<file path="src/rtl/block_lock_67.sv">
// block_lock_67: 64b/67b block lock and payload recovery behind the 40->67 RX gearbox.
// Hunts for framing by letting the gearbox slip on bad headers. It declares lock after
// LOCK_CNT consecutive good headers, then drops lock when ERR_MAX bad headers land
// within one ERR_WIN-word window.
// Optional feature: define BLOCK_LOCK_67_INVERT_EN to honour din[66] (payload inverted
// in the output register). When it is undefined, din[66] is ignored.
//
// state | meaning
// HUNT  | searching for framing, gearbox slip permitted, counting consecutive good headers
// BLANK | bad header seen, ignoring SLIP_BLANK valid words while the gearbox slip settles
// LOCK  | block lock held, payload delivered, error rate monitored per window
module block_lock_67 #(
   parameter int LOCK_CNT   = 64,
   parameter int SLIP_BLANK = 4,
   parameter int ERR_WIN    = 64,
   parameter int ERR_MAX    = 16
) (
   input  logic        clk,
   input  logic        arst_n,
   input  logic [66:0] din,
   input  logic        din_valid,
   output logic        slip_to_frame,
   output logic        locked,
   output logic [63:0] dout,
   output logic        dout_ctl,
   output logic        dout_err,
   output logic        dout_valid
);

   localparam int GW = $clog2(LOCK_CNT + 1);
   localparam int BW = $clog2(SLIP_BLANK + 1);
   localparam int WW = $clog2(ERR_WIN + 1);
   localparam int EW = $clog2(ERR_MAX + 1);

   localparam logic [GW-1:0] LOCK_C  = GW'(LOCK_CNT);
   localparam logic [BW-1:0] BLANK_C = BW'(SLIP_BLANK);
   localparam logic [WW-1:0] WIN_C   = WW'(ERR_WIN);
   localparam logic [EW-1:0] EMAX_C  = EW'(ERR_MAX);

   typedef enum logic [1:0] {HUNT, BLANK, LOCK} state_t;

   state_t        state_q, state_d;
   logic [GW-1:0] gcnt_q, gcnt_d, gcnt_inc;
   logic [BW-1:0] bcnt_q, bcnt_d, bcnt_inc;
   logic [WW-1:0] wcnt_q, wcnt_d, wcnt_inc;
   logic [EW-1:0] ecnt_q, ecnt_d, ecnt_inc;
   logic          slip_q, locked_q;
   logic [63:0]   dout_q, dout_d, payload;
   logic          ctl_q, ctl_d, err_q, err_d, dv_q, dv_d;
   logic          hdr_ok, hdr_bad;

   assign hdr_ok  = din[65] ^ din[64];
   assign hdr_bad = ~hdr_ok;

`ifdef BLOCK_LOCK_67_INVERT_EN
   assign payload = din[66] ? ~din[63:0] : din[63:0];
`else
   logic unused_invert;
   assign unused_invert = din[66];
   assign payload       = din[63:0];
`endif

   assign gcnt_inc = gcnt_q + 1'b1;
   assign bcnt_inc = bcnt_q + 1'b1;
   assign wcnt_inc = wcnt_q + 1'b1;
   assign ecnt_inc = ecnt_q + {{(EW-1){1'b0}}, hdr_bad};

   // Next-state and counter update; every transition is qualified by din_valid.
   always_comb begin
      state_d = state_q;
      gcnt_d  = gcnt_q;
      bcnt_d  = bcnt_q;
      wcnt_d  = wcnt_q;
      ecnt_d  = ecnt_q;
      if (din_valid) begin
         unique case (state_q)
            HUNT: begin
               if (hdr_ok) begin
                  if (gcnt_inc == LOCK_C) begin
                     state_d = LOCK;
                     gcnt_d  = '0;
                     wcnt_d  = '0;
                     ecnt_d  = '0;
                  end else begin
                     gcnt_d = gcnt_inc;
                  end
               end else begin
                  state_d = BLANK;
                  gcnt_d  = '0;
                  bcnt_d  = '0;
               end
            end
            BLANK: begin
               if (bcnt_inc == BLANK_C) begin
                  state_d = HUNT;
                  bcnt_d  = '0;
               end else begin
                  bcnt_d = bcnt_inc;
               end
            end
            LOCK: begin
               // Loss of lock takes priority over the window rollover.
               if (ecnt_inc == EMAX_C) begin
                  state_d = HUNT;
                  gcnt_d  = '0;
                  bcnt_d  = '0;
                  wcnt_d  = '0;
                  ecnt_d  = '0;
               end else if (wcnt_inc == WIN_C) begin
                  wcnt_d = '0;
                  ecnt_d = '0;
               end else begin
                  wcnt_d = wcnt_inc;
                  ecnt_d = ecnt_inc;
               end
            end
            default: state_d = HUNT;
         endcase
      end
   end

   // Output datapath: pass words seen while already locked, zero otherwise.
   always_comb begin
      dv_d   = din_valid & (state_q == LOCK);
      dout_d = '0;
      ctl_d  = 1'b0;
      err_d  = 1'b0;
      if (dv_d) begin
         dout_d = payload;
         ctl_d  = din[65];
         err_d  = hdr_bad;
      end
   end

   // State, counters and registered outputs; status flags follow the next state.
   always_ff @(posedge clk or negedge arst_n) begin
      if (!arst_n) begin
         state_q  <= HUNT;
         gcnt_q   <= '0;
         bcnt_q   <= '0;
         wcnt_q   <= '0;
         ecnt_q   <= '0;
         slip_q   <= 1'b0;
         locked_q <= 1'b0;
         dout_q   <= '0;
         ctl_q    <= 1'b0;
         err_q    <= 1'b0;
         dv_q     <= 1'b0;
      end else begin
         state_q  <= state_d;
         gcnt_q   <= gcnt_d;
         bcnt_q   <= bcnt_d;
         wcnt_q   <= wcnt_d;
         ecnt_q   <= ecnt_d;
         slip_q   <= (state_d == HUNT);
         locked_q <= (state_d == LOCK);
         dout_q   <= dout_d;
         ctl_q    <= ctl_d;
         err_q    <= err_d;
         dv_q     <= dv_d;
      end
   end

   assign slip_to_frame = slip_q;
   assign locked        = locked_q;
   assign dout          = dout_q;
   assign dout_ctl      = ctl_q;
   assign dout_err      = err_q;
   assign dout_valid    = dv_q;

endmodule

</file>
<file path="config.mk">
export PLATFORM = sky130hd
export DESIGN_NAME = block_lock_67
export DESIGN_NICKNAME = d
export VERILOG_FILES = /design/src/rtl/block_lock_67.sv
export SDC_FILE = /design/constraint.sdc
export NUM_CORES = 1
export LEC_CHECK = 0
export BUFFER_PORTS_ARGS = -buffer_cell sky130_fd_sc_hd__buf_2
export CAP_MARGIN = 20
export CORE_ASPECT_RATIO = 1.25
export CORE_MARGIN = 2
export CORE_UTILIZATION = 52
export DETAILED_ROUTE_END_ITERATION = 8
export GPL_TIMING_DRIVEN = 0
export PLACE_DENSITY = 0.84
export SYNTH_ARGS = -nofsm -noshare
export SYNTH_HDL_FRONTEND = slang
export SYNTH_SLANG_ARGS = --single-unit
export TNS_END_PERCENT = 1
</file>
<file path="constraint.sdc">
create_clock -name clk -period 3.15 [get_ports clk]
set_input_delay 0.4725 -clock clk [delete_from_list [all_inputs] [get_ports clk]]
set_output_delay 0.4725 -clock clk [all_outputs]
set_load 0.02 [all_outputs]
</file>
# == Word level (Yosys, flattened, before mapping) ==
# Index checks and enable logic that the tools add are counted.
# classes
n_eq_ne,11
bitwise,3
add_sub_neg,4
n_mux,27
reduce_logical,7
# op_table
operator,count
two-way mux 64 bit,1
two-way mux 7 bit,7
case mux 7 bit (2 select lines),2
two-way mux 5 bit,4
adder 7 x 1 -> 7 bit (second input constant),2
equality test 7 bit (second input constant),2
two-way mux 2 bit,5
case mux 5 bit (2 select lines),1
two-way mux 3 bit,3
case mux 3 bit (3 select lines),1
inequality test 2 bit (second input constant),4
AND reduction 4 bit,2
case mux 2 bit (3 select lines),1
adder 5 x 1 -> 5 bit,1
equality test 5 bit (second input constant),1
equality test 2 bit (second input constant),2
logical NOT 2 bit,2
adder 3 x 1 -> 3 bit (second input constant),1
equality test 3 bit (second input constant),1
AND reduction 3 bit,1
nonzero test 3 bit,1
equality test 2 x 1 -> 1 bit (second input constant),1
two-way mux 1 bit,2
nonzero test 2 bit,1
3 further kinds,3
# totals
input_bits,70
register_bits,93
output_inout_bits,69
elab_cells,63

# == Longest topological paths before layout ==
# depth
word_depth,8
mapped_depth,9
mapped_depth_nobuf,9

# == Worst setup path after synthesis ==
# No wires, ideal clock.
# synth_path
path_type,in2reg
from,input port din[64]
to,register ecnt_q[4]
cell_stages,9
arrival_ps,2372
n_path_buf,0
required_ps,3067
setup_time_ps,83
path_slack_ps,695
path_cell_list,xnor2_2 ha_1 ha_1 nor2_1 nor4b_1 a41o_1 or3_4 or3_1 o21ai_0
# synth_via
elab_chain_cells,6
elab_cells_between_ends,9
cone_classes,1 x add/sub; 2 x eq/ne; 3 x mux; 2 x bitwise; 1 x reduce/logical
# synth_lines
element,line_no,text
from (decl),20,"input logic [66:0] din,"
bitwise XOR 1 bit *,52,assign hdr_ok = din[65] ^ din[64];
inverter 1 bit,53,assign hdr_bad = ~hdr_ok;
adder 5 x 1 -> 5 bit,66,"assign ecnt_inc = ecnt_q + {{(EW-1){1'b0}}, hdr_bad};"
equality test 5 bit / two-way mux 5 bit (equally long branches),"103, 109",
two-way mux 5 bit,103,if (ecnt_inc == EMAX_C) begin
case mux 5 bit (2 select lines),76,unique case (state_q)
to (signal assigned),154,ecnt_q <= ecnt_d;
to (decl),46,"logic [EW-1:0] ecnt_q, ecnt_d, ecnt_inc;"
# Every way passes the cells marked *; elsewhere a longest branch is shown, timed or not.
# A chain may end at the register's enable or synchronous reset.

# == Final worst setup path ==
# layout_path
from,register state_q[1]
to,register ecnt_q[4]
# layout_via
elab_chain_cells,3
elab_cells_between_ends,7
cone_classes,3 x eq/ne; 1 x mux; 3 x reduce/logical
# layout_lines
element,line_no,text
from (decl),42,"state_t state_q, state_d;"
from (signal assigned),150,state_q <= state_d;
logical NOT 2 bit / equality test 2 bit (equally long branches),76,
inequality test 2 bit (no line) / nonzero test 2 bit (equally long branches),-,
AND reduction 4 bit (no line),-,
# Parallel ways exist; a longest one is shown, timed or not.

==> run_results.csv <==
group,metric,value,unit
floorplanning,core,0.006892,mm^2
logic_synthesis,synth_cells,312,
worst_setup_path,r2r_cells,7,
clocking,cts_hold_buffers,0,
final_layout,fin_nets,537,
logic_synthesis,seq_area_frac_synth,0.6392,
clocking,cts.repair.resized,0,
routing,routed_wl,8712,um
worst_setup_path,arrival,2950,ps
clocking,cts_tree,"yes",
sta,hold_violations,0,
routing,dr_total_vias,2934,
global_route,grt_pass1_wl,13860,um
worst_setup_path,cp-end-kind,"flop",
sta,drv_slew,0,
worst_setup_path,critical_path_class,"flop to flop",
pwr,powerDensity,532.1,mW/mm^2
clocking,cts_root_buffer,"clkbuf_8",
final_layout,drive_gt1_frac,0.3348,
global_route,grt_pass1_vias,2903,
routing,remaining_drc_errors,0,
sta,rsz0062_at_grt,"false",
routing,drt-vias-per-instance,5.277,
global_route,grt_max_degree,55,
place,port_buffers,137,
floorplanning,chipWidth,78.85,um
worst_setup_path,critical_path.max_fanout,10,
place,gp_congestion,0.8008,
logic_synthesis,synth.avg_cell_area,11.67,um^2
floorplanning,fp-row-count,34,
final_layout,filler_cell_count,502,
sta,post-route-min-period,2669,ps
worst_setup_path,required,3430,ps
final_layout,layout_commonest_cell,"buf_2",
routing,postRouteAntennaNets,0,
clocking,worstSkewPairLatency,370,ps
global_route,antenna_found_initial,0,
logic_synthesis,synth.distinct_cells,37,
clocking,h-tree-depth,3,
worst_setup_path,rr_endpoint,"ecnt_q[4]$_DFFE_PN0P_",
global_route,track_usage,0.2361,
routing,firstDrtPassIters,4,
logic_synthesis,yosysWarnings,0,
worst_setup_path,worstReg2RegStart,"state_q[1]$_DFF_PN0_",
clocking,clk_path_buf_depth,2,
logic_synthesis,yosysTopAreaCell,"dfrtp_1",
clocking,cts_made_buffers,9,
clocking,postCtsSetupBuffers,0,
worst_setup_path,ff2ff_setup_slack,480,ps
sta,slew_headroom,0.4821,
sta,min_period_over_period,0.8472,
hold_path,hold_class,"input port to asynchronous set/reset pin",
logic_synthesis,ys_ff_latch,93,
run_status,status,"complete, no violations",
routing,wl_per_cell,15.67,um
sta,clock_skew,10.07,ps
floorplanning,dieArea,0.007692,mm^2
clocking,clk_pin_slew,100,ps
logic_synthesis,ys_top_cells_by_area,"dfrtp_1 (64%), and3_1 (12%), ha_1 (2.1%)",
pwr,p_leak,2.832,nW
clocking,cts.sinks,93,
sta,hold_slack,69.07,ps
global_route,gr-total-overflow,0,
routing,drt_iter0_markers,160,
logic_synthesis,syn_nets,388,
final_layout,syn_to_final_growth,28.83,%
final_layout,num_antenna_cells,0,
logic_synthesis,synth_top_area_share,0.6392,
logic_synthesis,synth.cell_area,0.003641,mm^2
pwr,peakVddDrop,0.2766,mV
place,place_hpwl,6300,um
sta,setup_tns,0,ps
final_layout,final_cell_mix,"buf_2 (136), dfrtp_1 (93), and3_1 (72)",
floorplanning,io_pins,139,
sta,setup-violations-final,0,
floorplanning,start_util,0.5283,
floorplanning,die_h,97.56,um
flow_run,max_cap_violations,0,
sta,fmax,0.3747,GHz
sta,worstMarginPinSlew,764.7,ps
pwr,power,2.496,mW
worst_setup_path,critPathLaunchType,"flop",
critical path: stages (launching register included):
cell and delay [ps]:
dfrtp_1 330, clkbuf_1 350, nor2b_1 220, clkbuf_1 450, o311ai_1 370, or3_4 440, or3_1 340, o21ai_0 80
how the worst max path moves through the flow:
stage / start / endpoint / slack, ps / cells after the start
final: state_q[1]$_DFF_PN0_ / ecnt_q[4]$_DFFE_PN0P_ / 480 / 7
after global routing: state_q[1]$_DFF_PN0_ / ecnt_q[4]$_DFFE_PN0P_ / 290 / 7
after CTS: state_q[1]$_DFF_PN0_ / ecnt_q[4]$_DFFE_PN0P_ / 510 / 7
after detailed placement: din[64] / bcnt_q[2]$_DFFE_PN0P_ / 240 / 10
after global placement: din[64] / bcnt_q[2]$_DFFE_PN0P_ / 330 / 10
after floorplan: din[64] / ecnt_q[4]$_DFFE_PN0P_ / 690 / 9
cells in the mapped netlist:
cell type and instances:
nand4_1 1, a31oi_1 3, nand2b_1 4, inv_1 9, o21bai_1 3, xnor2_1 1, mux2_2 1, nor4b_1 2
a22o_1 7, xor2_1 1, xnor2_2 1, and3_1 72, ha_1 6, a221o_1 1, a2111oi_0 1, o21ai_0 13
or3_4 1, o22ai_1 1, dfrtp_1 93, o41ai_1 1, a21oi_1 8, nor2_1 12, o2bb2ai_1 1, nand2_1 19
a21o_1 1, mux2i_1 2, nand3_1 7, o31ai_1 2, a41oi_1 1, nor2b_1 4, o31a_1 1, nor3_1 5
clkbuf_1 18, a41o_1 2, a32o_1 1, o311ai_1 1, or3_1 5
through the flow:
stage / util / setup slack (ps) / cells / cell area (um^2)
5_1_grt: 0.6806 / 287.4 / 556 / 4691
6_report: 0.6806 / 481.4 / 556 / 4691
3_3_place_gp: 0.6442 / 328.5 / 539 / 4439
3_5_place_dp: 0.6485 / 242.9 / 540 / 4469
2_1_floorplan: - / 694.9 / 312 / 3641
4_1_cts: 0.6806 / 505.8 / 556 / 4691
flip-flops by register name, indices dropped and copies added (netlist names), named ones only:
register	cells
gcnt_q	7
dout_err	1
dout_ctl	1
wcnt_q	7
ecnt_q	5
state_q	1
locked	1
slip_to_frame	1
bcnt_q	3
dout	64
dout_valid	1
cell type report:
| type | instances | area, um^2 | share of cell area |
|---|---|---|---|
| Multi-Input combinational cell | 192 | 1212 | 0.2585 |
| Clock buffer | 10 | 127.6 | 0.02721 |
| Clock inverter | 6 | 93.84 | 0.02001 |
| Buffer | 18 | 67.56 | 0.01440 |
| Inverter | 9 | 33.78 | 0.007202 |
| Sequential cell | 93 | 2327 | 0.4961 |
| Timing Repair Buffer | 138 | 715.7 | 0.1526 |
| Tap cell | 90 | 112.6 | 0.02401 |
kinds of logic (layout without fill, tap and decap cells):
logic type / count (synthesis) / after routing / share of synthesized area
compound gates: 48 / 48 / 0.09038
xor+xnor: 3 / 3 / 0.009280
fa+ha+maj: 6 / 6 / 0.02062
buf+inv: 27 / 181 / 0.02783
flops: 93 / 93 / 0.6392
mux: 3 / 3 / 0.008591
simple gates: 132 / 132 / 0.2041
power breakdown:
group	leakage [nW]	internal, mW	switching (mW)	total (mW)
Combinational	1.45	0.138	0.165	0.303
Clock	0.108	0.456	0.429	0.885
Sequential	1.28	1.25	0.0605	1.31
Total	2.83	1.84	0.655	2.50
per-layer routing:
layer,global-route usage,vias to the layer above,wire (um)
li1,-,1404,-
met1,0.2929,1393,3448
met2,0.3932,118,4385
met3,0.05855,19,616
met4,0.09814,0,261
met5,0,-,0
(Power assumes the default switching activity.)
